## src/rtl/regfile_mp.sv

```systemverilog
// Multi-port register file with two prioritised write ports and a per-register pending bit.
// Optional write-to-read forwarding is enabled by defining REGFILE_BYPASS_EN.
module regfile_mp #(
  parameter int DATA_WIDTH = 32,
  parameter int ADDR_WIDTH = 5,
  parameter int NUM_READ   = 2
) (
  input  logic                           clk,
  input  logic                           rst_n,
  input  logic [NUM_READ*ADDR_WIDTH-1:0] rd_addr,
  output logic [NUM_READ*DATA_WIDTH-1:0] rd_data,
  output logic [NUM_READ-1:0]            rd_pend,
  input  logic                           we0,
  input  logic [ADDR_WIDTH-1:0]          wa0,
  input  logic [DATA_WIDTH-1:0]          wd0,
  input  logic                           we1,
  input  logic [ADDR_WIDTH-1:0]          wa1,
  input  logic [DATA_WIDTH-1:0]          wd1,
  input  logic                           rsv_en,
  input  logic [ADDR_WIDTH-1:0]          rsv_addr,
  output logic [ADDR_WIDTH:0]            pend_cnt
);

  localparam int DEPTH = 1 << ADDR_WIDTH;

  logic [DATA_WIDTH-1:0] regs [DEPTH];
  logic [DEPTH-1:0]      pend;
  logic [DEPTH-1:0]      pend_nxt;
  logic [ADDR_WIDTH:0]   cnt_nxt;

  // Reserve is applied after both write-side clears so the new producer wins.
  always_comb begin
    pend_nxt = pend;
    for (int unsigned i = 1; i < DEPTH; i++) begin
      if (we0 && (wa0 == ADDR_WIDTH'(i)))
        pend_nxt[i] = 1'b0;
      if (we1 && (wa1 == ADDR_WIDTH'(i)))
        pend_nxt[i] = 1'b0;
      if (rsv_en && (rsv_addr == ADDR_WIDTH'(i)))
        pend_nxt[i] = 1'b1;
    end
    pend_nxt[0] = 1'b0;
  end

  always_comb begin
    cnt_nxt = '0;
    for (int unsigned i = 0; i < DEPTH; i++)
      cnt_nxt = cnt_nxt + {{ADDR_WIDTH{1'b0}}, pend_nxt[i]};
  end

  always_ff @(posedge clk or negedge rst_n) begin
    if (!rst_n) begin
      pend     <= '0;
      pend_cnt <= '0;
    end else begin
      pend     <= pend_nxt;
      pend_cnt <= cnt_nxt;
    end
  end

  // Port 1 is written last so it overrides port 0 on an address collision.
  always_ff @(posedge clk or negedge rst_n) begin
    if (!rst_n) begin
      regs <= '{default: '0};
    end else begin
      if (we0 && (wa0 != '0))
        regs[wa0] <= wd0;
      if (we1 && (wa1 != '0))
        regs[wa1] <= wd1;
    end
  end

  always_comb begin
    logic [ADDR_WIDTH-1:0] a;
    logic [DATA_WIDTH-1:0] d;
    logic                  p;
    rd_data = '0;
    rd_pend = '0;
    for (int unsigned i = 0; i < NUM_READ; i++) begin
      a = rd_addr[i*ADDR_WIDTH +: ADDR_WIDTH];
      d = regs[a];
      p = pend[a];
`ifdef REGFILE_BYPASS_EN
      if (we0 && (wa0 == a)) begin
        d = wd0;
        p = 1'b0;
      end
      if (we1 && (wa1 == a)) begin
        d = wd1;
        p = 1'b0;
      end
      if (rsv_en && (rsv_addr == a))
        p = 1'b1;
`endif
      if (a == '0) begin
        d = '0;
        p = 1'b0;
      end
      rd_data[i*DATA_WIDTH +: DATA_WIDTH] = d;
      rd_pend[i] = p;
    end
  end

endmodule
```

## config.mk

```make
export PLATFORM = sky130hd
export DESIGN_NAME = regfile_mp
export DESIGN_NICKNAME = d
export VERILOG_FILES = /design/src/rtl/regfile_mp.sv
export SDC_FILE = /design/constraint.sdc
export NUM_CORES = 2
export LEC_CHECK = 0
export ABC_AREA = 0
export BUFFER_PORTS_ARGS = -buffer_cell sky130_fd_sc_hd__buf_2
export CORE_MARGIN = 2
export CORE_UTILIZATION = 45
export CTS_BUF_LIST = sky130_fd_sc_hd__clkbuf_8
export CTS_CLUSTER_SIZE = 14
export DETAILED_ROUTE_END_ITERATION = 12
export PLACE_DENSITY = 0.7
export SLEW_MARGIN = 20
export SYNTH_ARGS = -nofsm -noshare
export SYNTH_HDL_FRONTEND = slang
export SYNTH_SLANG_ARGS = --single-unit
```

## constraint.sdc

```tcl
create_clock -name clk -period 15.2 [get_ports clk]
set_clock_uncertainty 0.1 [all_clocks]
set_input_delay 1.52 -clock clk [delete_from_list [all_inputs] [get_ports clk]]
set_output_delay 1.52 -clock clk [all_outputs]
set_load 0.005 [all_outputs]
```

==> flow_metrics.py <==
metrics = {
    "clock_tree": {
        "cts_tree": "built",
        "cts_resized": 0,
        "cts_root_buf": "clkbuf_8",
        "clkTransAtPathRegs_ns": 0.06,
        "insertion_delay_ns": 0.95,
        "clock-sinks": 1061,
        "post_cts.repair.setup_buffers": 0,
        "cts_hold_buffers": 0,
        "clockBufferDepth": 3,
        "htree_levels": 4,
        "cts_buffers": 179,
    },
    "place": {
        "placedCellCount": 7684,
        "dp_hpwl_mm": 149,
        "pre_cts_ws_ns": 6.44,
        "placed_area_um2": 67700,
        "gp_routability_congestion": 0.935,
        "port_buffers": 165,
    },
    "timing": {
        "post-route-min-period_ns": 7.89,
        "hold_ws_ns": 0.294,
        "fin_setup_tns_ns": 0,
        "finalHoldViolCount": 0,
        "rsz0062_at_grt": "false",
        "worst_slack_ns": 7.31,
        "setup_viol": 0,
        "relSlewSlack_pct": 14.5,
        "worst_pin_slew_ns": 1.28,
        "fmax_mhz": 127,
        "drv_slew": 0,
        "timing.final.crit_share_pct": 51.9,
    },
    "die": {
        "die_w_um": 388,
        "io_pins": 166,
        "die_h_um": 388,
        "dieArea_um2": 151000,
        "rows": 141,
        "coreArea_um2": 147000,
        "initial_core_util_pct": 45.2,
    },
    "critical_path": {
        "critical_path_arrival_ns": 8.61,
        "crit_type": "input pin to flop",
        "crit_path_end_kind": "flop",
        "cp-start-kind": "input pin",
        "crit_path_max_fanout": 33,
        "cp.required_ns": 15.92,
    },
    "power": {
        "combPwrFrac_pct": 31.4,
        "netSwitchingFraction_pct": 34.4,
        "p_per_area_nw_per_um2": 139,
        "p_clk_share_pct": 26.0,
        "ir_worst_vdd_uv": 257,
        "power.internal_mw": 6.47,
        "seqPwrFrac_pct": 42.6,
        "p_leak_nw": 31.6,
        "total_power_mw": 9.87,
        "power_switching_mw": 3.40,
    },
    "detailed_routing": {
        "detail-route-antenna-nets": 0,
        "routed_wl_mm": 262,
        "drc": 0,
        "num_vias": 55700,
        "wl_met1_mm": 95.4,
        "wl_per_cell_um": 32.7,
        "routed-wl-met2_mm": 109,
        "wl_met3_mm": 39.4,
        "drt_iter0_drc": 9322,
        "viasPerCell": 6.95,
        "top_layer": "met5",
        "drt_pass1_iterations": 8,
    },
    "yosys": {
        "synth_area_um2": 66500,
        "synth_common_cells": "1,061 x dfrtp_1, 979 x mux2i_1, 796 x nor2_1, 772 x a21oi_1, 499 x clkbuf_1",
        "ys.flop_type": "dfrtp_1",
        "synth_seq_area_share_pct": 40.0,
        "ys_types": 56,
        "syn_inst": 6265,
        "synthArstFlopShare_pct": 100,
        "synthesis.nets": 6389,
        "synth.avg_cell_area_um2": 10.6,
        "yosysMostFrequentCell": "dfrtp_1",
        "yosysTopAreaCellShare_pct": 40.0,
        "synth_edf_count": 0,
        "yosys_warnings": 0,
        "synth-seq-cells": 1061,
        "yosys-top-cells-area": "dfrtp_1 40%, mux4_2 16%, mux2i_1 15%",
        "synth_top_cell_by_area": "dfrtp_1",
    },
    "global_routing": {
        "grt_pass1_vias": 52600,
        "overflow": 0,
        "grt_max_degree": 155,
        "grt_pass1_wl_mm": 377,
        "antenna_found_initial": 36,
        "grtUsageTotal_pct": 34.1,
    },
    "finish": {
        "syn2layout_area_growth_pct": 7.20,
        "postLayoutCellArea_um2": 71200,
        "drive_gt1_share_pct": 18.9,
        "postLayoutCoreUtil_pct": 48.4,
        "nFillCells": 13200,
        "nets": 6062,
        "final_cells": 8020,
    },
    "hold_path": {
        "min_path_type": "flop to flop",
    },
    "run": {
        "maxCapViolCount": 0,
    },
    "run_status": {
        "status": "finished clean",
    },
}
-- routing by layer --
layer / GRT usage [%] / vias up
li1: - / 22500
met1: 44.5 / 27400
met2: 47.3 / 4700
met3: 13.9 / 1051
met4: 20.2 / 42
met5: 0 / -
-- power by group through the flow --
| stage | clock network (mW) | logic (mW) | registers, mW |
|---|---|---|---|
| 3_5_place_dp | 0 | 3.06 | 4.21 |
| 4_1_cts | 2.57 | 3.07 | 4.16 |
| 6_report | 2.57 | 3.10 | 4.21 |
| 5_1_grt | 2.69 | 3.42 | 4.27 |
| 2_1_floorplan | 0 | 2.36 | 3.99 |
| 3_3_place_gp | 0 | 3.00 | 4.15 |
-- flip-flops by register name, indices dropped and copies added, names as in the netlist --
| name | cells |
|---|---|
| pend | 31 |
| pend_cnt | 6 |
| regs | 1024 |
-- worst max-delay path, cell delays in order --
cell      delay [ns]
buf_2           0.67
nand4b_1        0.52
or3_2           0.56
buf_4           0.35
a32o_1          0.40
fa_1            0.56
inv_1           0.06
fa_1            0.47
fa_1            0.49
inv_1           0.05
fa_1            0.50
fa_1            0.49
inv_1           0.05
fa_1            0.47
inv_1           0.05
fa_1            0.41
fa_1            0.46
a21o_1          0.17
a21oi_1         0.20
xnor2_1         0.14
-- logic make-up after synthesis --
family / count (synthesis) / synth area share [%]
muxes: 1507 / 31.5
DFF: 1061 / 40.0
adders and majority gates: 30 / 0.825
AOI/OAI and AO/OA: 1561 / 14.0
buffers and inverters: 838 / 5.65
xor gates and xnor gates: 3 / 0.0395
and+or+nand+nor: 1265 / 8.02
-- final cells by class --
type | count | area (µm²) | share of cell area (%)
clock inverters | 100 | 502 | 0.704
multi-input cells | 4366 | 36700 | 51.5
inverters | 48 | 185 | 0.260
diodes | 20 | 50.0 | 0.0703
flip-flops and latches | 1061 | 26600 | 37.3
clock buffers | 213 | 2930 | 4.12
well taps | 1930 | 2410 | 3.39
repair buffers | 282 | 1890 | 2.65
-- layout by cell type, fill, tap and decap left out, drive strengths merged, types with 20 or more instances in the layout --
cell    netlist  routed
diode         0      20
inv          48     126
buf         289     282
nor2        809     809
a211oi       64      64
nand2       292     292
fa           23      23
clkbuf      501     213
a32oi       152     152
a21oi       772     772
dfrtp      1061    1061
a221oi       49      49
nand3        26      26
mux2i       979     979
o21ai       347     347
a22oi        66      66
mux2         68      68
a311oi       66      66
nor2b        79      79
mux4        460     460
-- worst paths after layout --
check / start / to / slack, ns / depth (start not counted)
max: we0 / pend_cnt[4] / 7.31 / 20
min: regs[998] / regs[998] / 0.29 / 0
max reg2reg: pend[18] / pend_cnt[4] / 9.74 / 16
min reg2reg: regs[998] / regs[998] / 0.29 / 0
max in group asynchronous: rst_n / regs[72] / 11.38 / 4
min in group asynchronous: rst_n / regs[665] / 0.47 / 1
Note: power is estimated with default switching activity, not from simulation.
